**src/rtl/ff_lab_pkg.sv**
```systemverilog
// Shared definitions for the flip-flop conversion lab: FSM states, the JK
// stimulus sequence and the Q values it must produce.
package ff_lab_pkg;
  localparam int DIV_W  = 27;
  localparam int NSTEPS = 8;

  typedef enum logic [1:0] {IDLE, RUN, DONE} state_t;

  // {J,K} per step; step 0 sets Q so the power-up state never matters
  localparam logic [1:0] STIM_JK [NSTEPS] = '{
    2'b10, 2'b00, 2'b01, 2'b00, 2'b11, 2'b11, 2'b10, 2'b11
  };
  localparam logic EXP_Q [NSTEPS] = '{
    1'b1, 1'b1, 1'b0, 1'b0, 1'b1, 1'b0, 1'b1, 1'b0
  };
endpackage

```
**src/rtl/slow_tick_gen.sv**
```systemverilog
// Divided tick and slow clock shared by the converter demo blocks.
// clock1 only runs while en is high and parks low otherwise.
module slow_tick_gen
  import ff_lab_pkg::*;
#(
  parameter int DIV_COUNT = 20000000
) (
  input  logic clk,
  input  logic rst_n,
  input  logic en,
  output logic tick,
  output logic rise,
  output logic fall,
  output logic clock1
);
  localparam logic [DIV_W-1:0] TOP = DIV_W'(DIV_COUNT - 1);

  logic [DIV_W-1:0] cnt;

  assign tick = (cnt == TOP);
  // strobes mark the tick on which clock1 is about to change
  assign rise = tick & en & ~clock1;
  assign fall = tick & en & clock1;

  always_ff @(posedge clk or negedge rst_n) begin
    if (!rst_n) begin
      cnt    <= '0;
      clock1 <= 1'b0;
    end else begin
      cnt <= tick ? '0 : cnt + 1'b1;
      if (!en)       clock1 <= 1'b0;
      else if (tick) clock1 <= ~clock1;
    end
  end
endmodule

```
**config.mk**
```make
export PLATFORM = sky130hd
export DESIGN_NAME = slow_tick_gen
export DESIGN_NICKNAME = d
export VERILOG_FILES = /design/src/rtl/ff_lab_pkg.sv /design/src/rtl/slow_tick_gen.sv
export SDC_FILE = /design/constraint.sdc
export NUM_CORES = 1
export LEC_CHECK = 0
export ABC_AREA = 1
export ABC_CLOCK_PERIOD_IN_PS = 1790
export BUFFER_PORTS_ARGS = -buffer_cell sky130_fd_sc_hd__buf_4
export CAP_MARGIN = 30
export CELL_PAD_IN_SITES_DETAIL_PLACEMENT = 0
export CELL_PAD_IN_SITES_GLOBAL_PLACEMENT = 2
export CORE_MARGIN = 2
export CORE_UTILIZATION = 35
export CTS_CLUSTER_SIZE = 8
export DETAILED_ROUTE_END_ITERATION = 8
export HOLD_SLACK_MARGIN = 0.08
export PLACE_DENSITY = 0.78
export SYNTH_ARGS = -nofsm -noshare
export SYNTH_HDL_FRONTEND = slang
export SYNTH_SLANG_ARGS = --single-unit
```
**constraint.sdc**
```tcl
create_clock -name clk -period 1.79 [get_ports clk]
set_input_delay 0.179 -clock clk [delete_from_list [all_inputs] [get_ports clk]]
set_output_delay 0.179 -clock clk [all_outputs]
set_load 0.05 [all_outputs]
```
==> impl_metrics.ini, run 1 <==
[run_status]
outcome = completed

[timing]
fin_skew_ns = 0.00910
min_period_over_period_pct = 97.0
slew-limit-headroom_pct = 74.3
worst_pin_slew_ns = 0.386
slew_viol_final = 0
period_needed_ns = 1.74
hold_ws_ns = 0.231
fmax_ghz = 0.576
rsz0062_at_grt = true
setup_violations = 0
fin_setup_tns_ns = 0
finalHoldViolCount = 0

[yosys]
synth_seq_cells = 28
synth_warnings = 0
synth-edff-count = 0
syn_area_um2 = 1790
syn_avg_cell_area_um2 = 7.00
ys.flop_type = dfrtp_1
ys_seq_area_share_pct = 39.2
yosysUniqueCellTypes = 20
async_flop_share_pct = 100
synth_nets = 259
syn_inst = 255

[final_layout]
seq_area_um2 = 706
final_core_util_pct = 46.4
area_growth_pct = 25.2
multi_input_area_um2 = 1020
fin_nets = 292
drive_above_1_share_pct = 28.6
diodes = 0
nFillCells = 508
final_cells = 354

[global_routing]
antenna_found_initial = 0
grt_max_degree = 29
grt.total_usage_pct = 17.5
overflow = 0
grt_pass1_wl_um = 7330
grt_pass1_vias = 1498

[place]
dp_hpwl_um = 3300
placed_cells = 331
numPortBuffers = 6
gp_congestion = 0.805

[setup_path]
crit_required_ns = 1.61
end_kind = primary output
regToRegEndpoint = cnt[12]
cp-start-kind = flop
critPathKind = flop to primary output
crit_chain = inv_1 -> nand2_2 -> nor2_4 -> nand3_2 -> nor2_4 -> nand2_2 -> nor2_2 -> buf_6
r2r-start = cnt[1]
reg2regPathDepth = 12
slowest_stage = dfrtp_1
r2r_slack_ns = 0.10
path_delay_family = simple AND/OR/NAND/NOR gates
worstPathArrival_ns = 1.56
cpPeakStageDelay_ns = 0.43
path_buf_inv = 2
crit_fanout = 2

[min_path]
hp-start = en
hp-class = input port to flop
hold_end = clock1
hold_depth = 5

[floorplanning]
io_pins = 7
die_area_um2 = 5690
die_w_um = 75.4
row_count = 25
coreArea_um2 = 4820
start_util_pct = 37.1
die_h_um = 75.4

[detailed_routing]
drtAntennaViolNets = 0
drt-wirelength-per-cell_um = 12.4
drc = 0
drt-initial-drc-count = 79
avgViaCountPerCell = 4.41
wirelength_um = 4410
vias = 1562
drt_first_pass_iters = 4

[clock_tree]
htree_num_levels = 1
clkTransAtPathRegs_ns = 0.11
cts_root_buf = clkbuf_8
cts_tree = done
cts_buffers = 3
clockBufferDepth = 2
clock_latency_ns = 0.28
cts_sinks = 28

[pwr]
p_leak_nw = 1.14
finalPower_mw = 1.17
powerDensity_nw_per_um2 = 525
ir_worst_vdd_v = 0.000302

[job]
cap_violations = 0
metal layers:
layer	share of wire, %	track usage, %
met2	46	28.9
met3	2.0	1.98
met4	0.86	3.51
met1	51	24.8
met5	0	0
synth_stat cells (3+ instances only):
cell type	n	area share [%]
inv_1	34	7.1
xor2_1	13	6.4
and2_1	3	1.1
nand2_1	75	16
nor2_2	13	4.6
nor3_1	4	1.1
nor2_4	5	3.2
dfrtp_1	28	39
nor2_1	47	9.9
a21oi_1	3	0.84
nand3_1	14	3.9
nand2_2	5	1.8
state kept, by name (all words and copies together), names as in the netlist:
name    flops
clock1      1
cnt        27
timing repair:
| item | 4_1_cts | 5_1_grt |
|---|---|---|
| resized for setup | 7 | 21 |
| setup buffers | 9 | 9 |
| endpoints found under the setup margin | 3 | 3 |
| pin swaps | 3 | 9 |
| hold buffers | 1 | 0 |
| endpoints found under the hold margin | 28 | 0 |
worst min-delay path, stage by stage:
cell	delay, ns
buf_4	0.08
nand2_1	0.07
inv_1	0.06
nand2_1	0.04
nand2_1	0.05
cell type report:
type	count	area share (%)
Clock buffer	3	1.85
Clock inverter	1	1.34
Inverter	36	6.04
Multi-Input combinational cell	191	45.6
Sequential cell	28	31.6
Tap cell	67	3.75
Timing Repair Buffer	28	9.85
report_power, final:
| group | switching [mW] | total, mW | internal [mW] |
|---|---|---|---|
| Sequential | 0 | 0.632 | 0.632 |
| Combinational | 0.0143 | 0.0189 | 0.00466 |
| Clock | 0.224 | 0.523 | 0.300 |
kinds of logic after synthesis:
family | count (synthesis) | synth area share [%]
compound gates | 6 | 1.68
xor+xnor | 13 | 6.38
buf+inv | 36 | 7.57
simple gates | 171 | 44.4
flops | 28 | 39.2
fa+ha+maj | 1 | 0.701
metrics by stage:
step | setup WS [ns] | area (um2)
after CTS | 0.00767 | 2110
after detailed placement | 0.157 | 1940
after floorplan | 0.110 | 1790
final | 0.0532 | 2240
after global routing | -0.0444 | 2240
after global placement | 0.192 | 1940
cells in the final DEF (no fill, tap or decap), drive strengths merged, types with 3 or more instances in the layout:
cell    count
a21oi       3
and2        3
buf        27
clkbuf      3
dfrtp      28
inv        36
nand2      81
nand3      16
nor2       66
nor3        4
o21ai       3
xor2       13
how the worst max path moves through the flow:
stage / start / endpoint / slack, ns / cells past startpoint
floorplan: cnt[0] / fall / 0.11 / 7
global placement: cnt[0] / rise / 0.19 / 8
CTS: cnt[1] / rise / 0.008 / 8
global route: cnt[25] / fall / -0.04 / 8
finish: cnt[8] / fall / 0.05 / 8
detailed placement: cnt[0] / rise / 0.16 / 8
Power figures use the tool's default switching activity.
==> inputs of run 2 (changes only) <==
--- a/config.mk
+++ b/config.mk
@@ -6,7 +6,6 @@
 export NUM_CORES = 1
 export LEC_CHECK = 0
 export ABC_AREA = 1
-export ABC_CLOCK_PERIOD_IN_PS = 1790
 export BUFFER_PORTS_ARGS = -buffer_cell sky130_fd_sc_hd__buf_4
 export CAP_MARGIN = 30
 export CELL_PAD_IN_SITES_DETAIL_PLACEMENT = 0
@@ -15,6 +14,7 @@
 export CORE_UTILIZATION = 35
 export CTS_CLUSTER_SIZE = 8
 export DETAILED_ROUTE_END_ITERATION = 8
+export GPL_TIMING_DRIVEN = 0
 export HOLD_SLACK_MARGIN = 0.08
 export PLACE_DENSITY = 0.78
 export SYNTH_ARGS = -nofsm -noshare
==> run 2 against run 1 <==
Hold slack worse by 0.0055 ns. Non-clock buffer count stayed put. Combinational power hardly changed. Count of clock-buffer cells in the layout stayed put. First-iteration DRC count is 38% lower. Utilization is 0.18 points higher. Wire length is 1.6% higher. Critical endpoint unchanged.
==> impl_metrics.ini, run 2 (synthesis results as in run 1) <==
[timing]
period_needed_ns = 1.73
setup_violations = 0
fmax_ghz = 0.579
finalHoldViolCount = 0
slew_viol_final = 0
fin_setup_tns_ns = 0
slew-limit-headroom_pct = 74.8
rsz0062_at_grt = true
fin_skew_ns = 0.00656
worst_pin_slew_ns = 0.378
min_period_over_period_pct = 96.5

[clock_tree]
cts_tree = done
htree_num_levels = 1
cts_sinks = 28
cts_root_buf = clkbuf_8
clkTransAtPathRegs_ns = 0.11
cts_buffers = 3
clock_latency_ns = 0.28
clockBufferDepth = 2

[detailed_routing]
vias = 1584
wirelength_um = 4480
drt-initial-drc-count = 49
drc = 0
avgViaCountPerCell = 4.47
drtAntennaViolNets = 0
drt_first_pass_iters = 4
drt-wirelength-per-cell_um = 12.7

[min_path]
hp-start = en
hp-class = input port to flop
hold_end = clock1
hold_depth = 5

[final_layout]
diodes = 0
nFillCells = 533
drive_above_1_share_pct = 29.3
fin_nets = 292
top_register = cnt
seq_area_um2 = 707
multi_input_area_um2 = 1030
layout_common_cells = nand2_1, nor2_1, inv_1
final_core_util_pct = 46.6
area_growth_pct = 25.7
top_regs = cnt: 27 flops, clock1: 1 flops
largest_reg_flops = 27
layout_commonest_cell = nand2_1

[pwr]
sequentialPowerShare_pct = 54.2
clockPowerShare_pct = 44.2
p_leak_nw = 1.13
switchingPower_mw = 0.229
ir_worst_vdd_v = 0.000270
p_sw_share_pct = 19.7
powerDensity_nw_per_um2 = 519
finalPower_mw = 1.17
power_frac_comb_pct = 1.6
internal-power_mw = 0.936

[place]
gp_congestion = 0.788
numPortBuffers = 6
dp_hpwl_um = 3290

[setup_path]
reg2regPathDepth = 12
crit_chain = inv_1 -> nand2_2 -> nor2_4 -> nand3_2 -> nor2_4 -> nand2_2 -> nor2_2 -> buf_6
cpPeakStageDelay_ns = 0.41
slowest_stage = dfrtp_1
end_kind = primary output
worstPathArrival_ns = 1.55
r2r-start = cnt[1]
path_buf_inv = 2
path_delay_family = simple AND/OR/NAND/NOR gates
regToRegEndpoint = cnt[12]
critPathKind = flop to primary output
crit_fanout = 3
cp-start-kind = flop
r2r_slack_ns = 0.10
crit_required_ns = 1.61
crit_cells = 8

[floorplanning]
row_count = 25
die_area_um2 = 5690
coreArea_um2 = 4820
io_pins = 7
die_h_um = 75.4
die_w_um = 75.4
start_util_pct = 37.1

[job]
cap_violations = 0

[global_routing]
overflow = 0
grt_pass1_wl_um = 7410
grt_max_degree = 29
grt_pass1_vias = 1535
antenna_found_initial = 0
grt.total_usage_pct = 17.5

[run_status]
outcome = completed
## run 2: metal layers
layer,global-route usage [%],wire [um]
met3,1.98,142
met5,0,0
met1,24.8,2200
met4,4.09,38
met2,28.6,2090
## run 2: worst max path at each step
stage / start / to / slack [ns]
2_1_floorplan: cnt[0] / fall / 0.11
3_3_place_gp: cnt[0] / rise / 0.12
3_5_place_dp: cnt[0] / rise / 0.13
4_1_cts: cnt[16] / fall / 0.005
5_1_grt: cnt[14] / fall / -0.04
6_report: cnt[8] / fall / 0.06
## run 2: tightest hold or removal path, stage by stage
cell and delay [ns]:
buf_4 0.08, nand2_1 0.06, inv_1 0.06, nand2_1 0.05, nand2_1 0.05
## run 2: cell type report
| cell class | count | area share (%) |
|---|---|---|
| inverter | 36 | 6.02 |
| sequential | 28 | 31.5 |
| clock inverter | 1 | 1.34 |
| multi-input combinational | 191 | 45.8 |
| clock buffer | 3 | 1.84 |
| tap | 67 | 3.73 |
| timing repair buffer | 28 | 9.81 |
## run 2: through the flow
step           hold WS [ns]  instance area (um2)  setup slack, ns  instances
5_1_grt               0.229                 2240          -0.0406        354
4_1_cts               0.224                 2150          0.00490        349
3_3_place_gp          0.131                 1920            0.120        328
6_report              0.225                 2240           0.0629        354
2_1_floorplan        -0.117                 1790            0.110        255
3_5_place_dp          0.134                 1920            0.127        328
## run 2: power groups by stage
stage / Clock [mW] / Combinational (mW) / Sequential, mW
after CTS: 0.540 / 0.0202 / 0.632
after global placement: 0 / 0.0182 / 0.645
after detailed placement: 0 / 0.0185 / 0.645
after floorplan: 0 / 0.000860 / 0.645
final: 0.515 / 0.0188 / 0.632
after global routing: 0.562 / 0.0220 / 0.632
## run 2: repair_timing
| action | 4_1_cts | 5_1_grt |
|---|---|---|
| setup endpoints to repair | 3 | 11 |
| hold buffers | 1 | 0 |
| cloned | 0 | 0 |
| setup buffers | 16 | 5 |
| pin swaps | 5 | 8 |
| gates resized for setup | 8 | 23 |
| endpoints found under the hold margin | 28 | 0 |
